File: src/rtl/counter_scan_controller_if.sv
// Button pulses into the counter controller and the multiplexed display pins out of it.
interface counter_scan_controller_if;
    logic       START;
    logic       STOP;
    logic       CLEAR;
    logic [3:0] AN;
    logic [6:0] SEG;
    logic       DP;
    logic       RUNNING;
    logic       CARRY;

    modport master (output START, STOP, CLEAR, input AN, SEG, DP, RUNNING, CARRY);
    modport slave  (input START, STOP, CLEAR, output AN, SEG, DP, RUNNING, CARRY);
endinterface

File: src/rtl/counter_scan_controller.sv
// Start/stop/clear sequencing of a 4-digit BCD up-counter, with a free-running
// digit scan that drives an active-low seven-segment display.
module counter_scan_controller #(
    parameter int unsigned COUNT_DIV = 20000000,
    parameter int unsigned SCAN_DIV  = 50000
) (
    input  logic CLK,
    input  logic RST,
    counter_scan_controller_if.slave bus
);
    localparam int CDW = $clog2(COUNT_DIV);
    localparam int SDW = $clog2(SCAN_DIV);

    typedef enum logic [1:0] {IDLE, RUN, PAUSED} state_t;

    state_t          state;
    state_t          state_next;
    logic            start_q;
    logic            stop_q;
    logic            clear_q;
    logic [CDW-1:0]  div;
    logic [CDW-1:0]  div_next;
    logic [3:0][3:0] bcd;
    logic [3:0][3:0] bcd_next;
    logic [3:0][3:0] bcd_inc;
    logic            bcd_wrap;
    logic            carry_next;
    logic            terminal;
    logic [SDW-1:0]  scan_div;
    logic [1:0]      idx;

    function automatic logic [6:0] seg_code(input logic [3:0] digit);
        case (digit)
            4'd0:    seg_code = 7'b1000000;
            4'd1:    seg_code = 7'b1111001;
            4'd2:    seg_code = 7'b0100100;
            4'd3:    seg_code = 7'b0110000;
            4'd4:    seg_code = 7'b0011001;
            4'd5:    seg_code = 7'b0010010;
            4'd6:    seg_code = 7'b0000010;
            4'd7:    seg_code = 7'b1111000;
            4'd8:    seg_code = 7'b0000000;
            4'd9:    seg_code = 7'b0010000;
            default: seg_code = 7'b1111111;
        endcase
    endfunction

    // Button pulses are registered once, so the FSM reacts one edge after sampling them.
    always_ff @(posedge CLK) begin
        if (RST) begin
            start_q <= 1'b0;
            stop_q  <= 1'b0;
            clear_q <= 1'b0;
        end else begin
            start_q <= bus.START;
            stop_q  <= bus.STOP;
            clear_q <= bus.CLEAR;
        end
    end

    assign terminal = (div == CDW'(COUNT_DIV - 1));

    always_comb begin
        bcd_inc  = bcd;
        bcd_wrap = 1'b1;
        for (int i = 0; i < 4; i++) begin
            if (bcd_wrap) begin
                if (bcd[i] == 4'd9) begin
                    bcd_inc[i] = 4'd0;
                end else begin
                    bcd_inc[i] = bcd[i] + 4'd1;
                    bcd_wrap   = 1'b0;
                end
            end
        end
    end

    // CLEAR beats everything, including an increment due in the same cycle.
    always_comb begin
        state_next = state;
        div_next   = div;
        bcd_next   = bcd;
        carry_next = 1'b0;
        if (clear_q) begin
            state_next = IDLE;
            div_next   = '0;
            bcd_next   = '0;
        end else begin
            case (state)
                IDLE:    if (start_q && !stop_q) state_next = RUN;
                RUN:     if (stop_q) state_next = PAUSED;
                PAUSED:  if (start_q && !stop_q) state_next = RUN;
                default: state_next = IDLE;
            endcase
            if (state == RUN) begin
                if (terminal) begin
                    div_next   = '0;
                    bcd_next   = bcd_inc;
                    carry_next = bcd_wrap;
                end else begin
                    div_next = div + CDW'(1);
                end
            end
        end
    end

    always_ff @(posedge CLK) begin
        if (RST) begin
            state       <= IDLE;
            div         <= '0;
            bcd         <= '0;
            bus.CARRY   <= 1'b0;
            bus.RUNNING <= 1'b0;
        end else begin
            state       <= state_next;
            div         <= div_next;
            bcd         <= bcd_next;
            bus.CARRY   <= carry_next;
            bus.RUNNING <= (state_next == RUN);
        end
    end

    always_ff @(posedge CLK) begin
        if (RST) begin
            scan_div <= '0;
            idx      <= 2'd0;
        end else if (scan_div == SDW'(SCAN_DIV - 1)) begin
            scan_div <= '0;
            idx      <= idx + 2'd1;
        end else begin
            scan_div <= scan_div + SDW'(1);
        end
    end

    // Display pins follow the index and counter of the previous cycle.
    always_ff @(posedge CLK) begin
        if (RST) begin
            bus.AN  <= 4'b1110;
            bus.SEG <= 7'b1000000;
            bus.DP  <= 1'b1;
        end else begin
            bus.AN  <= ~(4'b0001 << idx);
            bus.SEG <= seg_code(bcd[idx]);
            bus.DP  <= !((state == PAUSED) && (idx == 2'd0));
        end
    end
endmodule

File: src/flat_wrapper.sv
// flat-port wrapper written by rule: the top's interface ports become plain ports
module counter_scan_controller_flat 
#(
    parameter int unsigned COUNT_DIV = 20000000,
    parameter int unsigned SCAN_DIV  = 50000
)
  (CLK, RST, bus_START, bus_STOP, bus_CLEAR, bus_AN, bus_SEG, bus_DP, bus_RUNNING, bus_CARRY);
  counter_scan_controller_if bus_i ();
  input  logic CLK;
  input  logic RST;
  input wire logic [$bits(bus_i.START)-1:0] bus_START;
  input wire logic [$bits(bus_i.STOP)-1:0] bus_STOP;
  input wire logic [$bits(bus_i.CLEAR)-1:0] bus_CLEAR;
  output wire logic [$bits(bus_i.AN)-1:0] bus_AN;
  output wire logic [$bits(bus_i.SEG)-1:0] bus_SEG;
  output wire logic [$bits(bus_i.DP)-1:0] bus_DP;
  output wire logic [$bits(bus_i.RUNNING)-1:0] bus_RUNNING;
  output wire logic [$bits(bus_i.CARRY)-1:0] bus_CARRY;
  assign bus_i.START = bus_START;
  assign bus_i.STOP = bus_STOP;
  assign bus_i.CLEAR = bus_CLEAR;
  assign bus_AN = bus_i.AN;
  assign bus_SEG = bus_i.SEG;
  assign bus_DP = bus_i.DP;
  assign bus_RUNNING = bus_i.RUNNING;
  assign bus_CARRY = bus_i.CARRY;
  counter_scan_controller #(.COUNT_DIV(COUNT_DIV), .SCAN_DIV(SCAN_DIV)) u_core (.CLK(CLK), .RST(RST), .bus(bus_i));
endmodule
File: config.mk
export PLATFORM = sky130hd
export DESIGN_NAME = counter_scan_controller_flat
export DESIGN_NICKNAME = d
export VERILOG_FILES = /design/src/rtl/counter_scan_controller_if.sv /design/src/rtl/counter_scan_controller.sv /design/src/flat_wrapper.sv
export SDC_FILE = /design/constraint.sdc
export NUM_CORES = 1
export LEC_CHECK = 0
export CORE_ASPECT_RATIO = 2
export CORE_MARGIN = 3
export CORE_UTILIZATION = 45
export DETAILED_ROUTE_END_ITERATION = 16
export PLACE_DENSITY_LB_ADDON = 0.05
export SLEW_MARGIN = 30
export SYNTH_ARGS = -nofsm -noshare
export SYNTH_HDL_FRONTEND = slang
export SYNTH_SLANG_ARGS = --single-unit
File: constraint.sdc
create_clock -name CLK -period 2.4 [get_ports CLK]
set_input_delay 0.72 -clock CLK [delete_from_list [all_inputs] [get_ports CLK]]
set_output_delay 0.72 -clock CLK [all_outputs]
set_load 0.03 [all_outputs]
== Word-level counts from Yosys, hierarchy flattened ==
Memory sizes are Yosys's and may differ from the RTL's. A register that Yosys moved wholly into a read port is not among the register bits.
Index checks and enable logic that the tools add are counted.
Operators by class
  $add $sub $neg: 7
  shift operators: 1
  order comparisons: 1
  reduce and logical (&&, ||, !) cells: 14
  eq/ne operators: 9
  bitwise gates (word level): 4
  mux-type cells: 17
Operator list (number)
  $add 25x1->25 const B: 1
  $eq 25x25->1 const B: 1
  $mux 25: 1
  $mux 4: 5
  $add 16x1->16 const B: 1
  $add 4x1->4 const B: 4
  $eq 16x16->1 const B: 1
  $eq 4x4->1 const B: 4
  $reduce_and 3->1: 3
  $bmux 4 s2: 1
  $mux 1: 6
  $mux 2: 3
  $reduce_or 2->1: 3
  $reduce_or 5->1: 1
  $eq 2x1->1 const B: 2
  $logic_not 2->1: 2
  $not 4->4: 1
  $pmux 2 s2: 1
  $shl 1x2->4 const A: 1
  $lt 2x3->1 const B: 1
  $not 1->1: 3
  $add 2x1->2 const B: 1
  $eq 2x2->1 const B: 1
  $logic_and 1x1->1: 2
  2 further kinds: 3
Word-level totals
  flip-flop bits (word level): 71
  bits in read-only memories: 112
  input bits: 5
  memories: 1
  output and inout bits: 14
Memory list
  (no name shown): depth 16, bits a word 7, rd ports 1, clocked after Yosys merged registers in 1, write ports 0, line counter_scan_controller.sv:33  | case (digit)

== Logic depth before layout (Yosys ltp) ==
  depth in word-level cells: 6
  mapped depth: 8
  depth with buffers taken out: 6

== Worst setup path after synthesis ==
OpenSTA, ideal clock, no wires.
  kind: reg-to-reg
  from: reg u_core.div[0]
  to: reg u_core.bcd[12] in the netlist's numbering
  buffers on the path: 1
  data required time: 2.284 ns
  setup slack: 0.235 ns
  library setup time: 0.116 ns
  period minus slack after synthesis: 2.165 ns
  cell stages (with the launch flop): 8
  arrival time: 2.049 ns
  path through: dfxtp_1 > ha_1 > nand3_2 > or4_1 > buf_2 > nor4_4 > a21oi_1 > a31o_2
On the way
  longest elaborated chain between the ends: 2
RTL lines
  from (decl): line counter_scan_controller.sv:21  | logic [CDW-1:0] div;
  from (signal assigned): line counter_scan_controller.sv:116  | div <= div_next;
  $eq 25x25->1: line counter_scan_controller.sv:61  | assign terminal = (div == CDW'(COUNT_DIV - 1));
  $reduce_and 3->1 (no line)
  to (signal assigned): line counter_scan_controller.sv:117  | bcd <= bcd_next;
  to (decl): line counter_scan_controller.sv:23  | logic [3:0][3:0] bcd;
No other way between the ends.
A chain may end at the register's enable or synchronous reset.

== Final worst setup path ==
  from: reg u_core.div[0]
  to: reg u_core.bcd[7] in the netlist's numbering
Same word-level chain as after synthesis.

==> results list <==
- Via count of the first global-routing pass: about 2800
* Sum of overflow across all layers after global routing: 0
* CTS tree: built
- Number of antenna violations at the first check in global routing: 0
- The tree is rooted in a clkbuf_16.
- In the routed layout, each cell is associated on average with a via count of 5.288.
- On the worst path, the slowest cell contributes a delay of 0.66 ns.
- Number of gates resized after cts: 0
* Layout cell share with drive strength beyond 1: between 8 and 9%
- Buffering stage count on the worst path with inverters included: 0
* Skew final: around 0.0087 ns
- In this run the cell area measured after placement is 3955 um^2.
* Aggregate routed wire length: 7575 um
- Max clock buf depth: 2
- Register area share after synthesis: approximately 43%
- Wirelength per Cell: between 10 and 15 um
- Setup repair after global routing left no endpoint under its margin.
- VDD IR-drop max: approximately 0.44 mV
- Tracing the worst setup path back leads to its startpoint at u_core.div[0].
- Maximum number of pins on one net before global-route repair: 26
- Worst reg-to-reg path cell count: 6
* # IOs: 19
- Area of all placed cells without fillers: between 4000 and 5000 um^2
- Synthesis handed over a netlist of approximately 420 instances.
- Cell Rows: 45
- In the final layout, the multi-input gates occupy ~1900 um^2.
- Registers take roughly 1600 um^2.
* Power density normalized to cell area: 636.9 nW/um^2
* Post CTS Setup Buffer Count: 0
- Slew at the pin closest to its max-slew limit: between 0.4 and 0.5 ns
- Smallest setup slack after layout: approximately 0.11 ns
* Most common flop cell mapped by yosys: dfxtp_1
- Final worst path period need: ~2.3 ns
- Syn Area/Cell: between 8 and 9 um^2
* Syn Nets: between 400 and 500
- Worst path slowest cell: or4_1
* Number of CTS-inserted buffers: 9
- Dominant cells by area after synthesis: dfxtp_1, nor2_1, xor2_1
- The worst register-to-register path ends at u_core.bcd[7].
- CP endpoint: u_core.bcd[7]
- The final number of max-transition violations was 0.
- The top cell types in the final layout, fill and taps aside, are dfxtp_1, nor2_1, nand2_1, xor2_1, xnor2_1.
* Summed instance area of the synthesized netlist: between 3000 and 4000 um^2
- The critical path crosses 6 cells after its start point.
- Critical Setup Path Class: reg2reg
* Area share of the leading cell type in the synthesized netlist: between 40% and 50%
- Skew-Pair Late Insertion Delay: about 0.34 ns
- Die width: around 69 um
- Hold buffer count at cts: 0
- Cell count after placement: about 530
* Final worst-path cycle share: between 90 and 100%
* Port bufs: 18
- Data on the critical path arrives at its endpoint at 2.50 ns.
- The run finished with clean final reports.
- Cell family with most CP delay: simple AND/OR/NAND/NOR gates
- Number of register bits inferred by synthesis: slightly below 80
* Summed negative setup slack over all endpoints: 0 ns
- After detailed routing, the number of remaining DRC violations is 0.
* Clock transition at the register clock pins on the worst setup and hold paths after CTS: roughly 0.06 ns
- Leaving out filler cells and counting taps, the final layout contains ~540.
* Ordered list of cells on the worst path: ha_1 > nand3_2 > or4_1 > nor3_1 > mux2i_1 > a31oi_1
* Achievable frequency: around 440 MHz
* Number of fill cells in the layout: 700
- STA classifies the critical path startpoint as a register.
- Summed over all cells, the static leakage comes to around 0.0015 uW.
- Remaining antenna violation count: 0
- Max Fanout on Critical Path: 6
* First-pass GRT wire length: around 13000 um
- Tightest Hold Check Type: reg2reg
- For this run, the number of Yosys warnings is 0.
- In this run the tightest slew margin relative to its limit is between 60% and 70%.
* DPL Wire Length: between 5000 and 6000 um
* Area overhead of the layout relative to synthesis: 17.81%
- The number of failing hold endpoints at the final stage is 0.
- Across all register-to-register paths, the minimum setup slack is ~0.11 ns.
- Total routing usage reported by global routing: between 10% and 20%
- Core Footprint: just under 8000 um^2
* Diode insertion count for antenna repair: 0
* Total via count after detailed routing: between 2000 and 3000
* Largest area contributor in the synthesized netlist: dfxtp_1
- Final net count: ~460
- The die covers around 9000 um^2.
- Drt pass-1 iters: 4
* Setup violations, final: 0
- Starting DRT DRC Count: 145
* Height of the chip: 132.6 um
- The worst register-to-register path begins at u_core.div[0].
- The library cell used most frequently in the layout, excluding fill and tap cells, is dfxtp_1.
- CTS saw a little under 80 sinks.
* Routability-driven placement congestion ratio: 0.7729
- # H-tree levels: 3
- Max-cap violations in this run came to 0.
- Netlist cell types: 39
- Capturing element type of the critical path: register
* Ys async rst share: 0%
- Total power for the finished layout comes to approximately 2700 uW.
- For the worst setup path, the data required time is 2.61 ns.
* Initial Util: 46.73%
- EDFF count, synth: 0
- Setup slack at placement: 0.1482 ns
-- sequential cells by signal, summed over array words and instances (netlist names), 2 cells and up --
name	count
u_core.idx	2
u_core.state	2
u_core.div	25
u_core.scan_div	16
u_core.bus.SEG	7
u_core.bcd	16
u_core.bus.AN	4
-- layout make-up --
type / instances / area share (%)
multi-input cells: 307 / 45.34
flip-flops and latches: 78 / 36.77
repair buffers: 31 / 6.836
clock buffers: 10 / 5.392
well taps: 94 / 2.770
clock inverters: 6 / 1.473
inverters: 16 / 1.414
-- how the worst min path moves through the flow --
stage | slack [ns] | start | end | cells past startpoint
5_1_grt | 0.48 | u_core.scan_div[0] | u_core.scan_div[0] | 1
3_5_place_dp | 0.45 | u_core.scan_div[0] | u_core.scan_div[0] | 1
3_3_place_gp | 0.44 | u_core.scan_div[0] | u_core.scan_div[0] | 1
2_1_floorplan | 0.43 | u_core.scan_div[0] | u_core.scan_div[0] | 1
4_1_cts | 0.46 | u_core.scan_div[0] | u_core.scan_div[0] | 1
6_report | 0.46 | u_core.scan_div[0] | u_core.scan_div[0] | 1
-- metrics by stage --
step                utilization (%)  hold WS (ns)
floorplan                         -        0.4262
global placement              51.27        0.4436
detailed placement            51.27        0.4500
CTS                           55.05        0.4635
global route                  55.05        0.4793
finish                        55.05        0.4562
-- cell usage after synthesis, drive strengths merged (7+ instances only) --
library cell and count:
a21oi 13, and3 7, clkbuf 11, dfxtp 78, ha 11, inv 16, mux2i 13, nand2 35
nand3 21, nand4 16, nor2 73, nor3 14, nor4 10, xnor2 21, xor2 24
-- power by group --
group	total [uW]	switching, uW	internal [uW]
logic	66.7	39.6	27.1
registers	1310	7.53	1300
clock network	1330	523	803
-- layer usage --
metal | global-route usage [%] | wire length (um)
met5 | 0 | 0
met4 | 8.913 | 205
met1 | 17.53 | 2943
met2 | 33.24 | 4254
met3 | 3.954 | 173
-- cell families (layout without fill, tap and decap cells) --
kind of cell             count (synthesis)  after routing  synth area share (%)
adder cells (fa/ha/maj)                 11             11                 3.818
multiplexers                            16             16                 5.484
AO/OA/AOI/OAI                           27             27                 4.304
XOR/XNOR                                45             45                 10.93
flip-flops                              78             78                 43.32
buffers and inverters                   30             63                 3.263
AND/OR/NAND/NOR                        208            208                 28.88
Note: power is estimated with default switching activity, not from simulation.
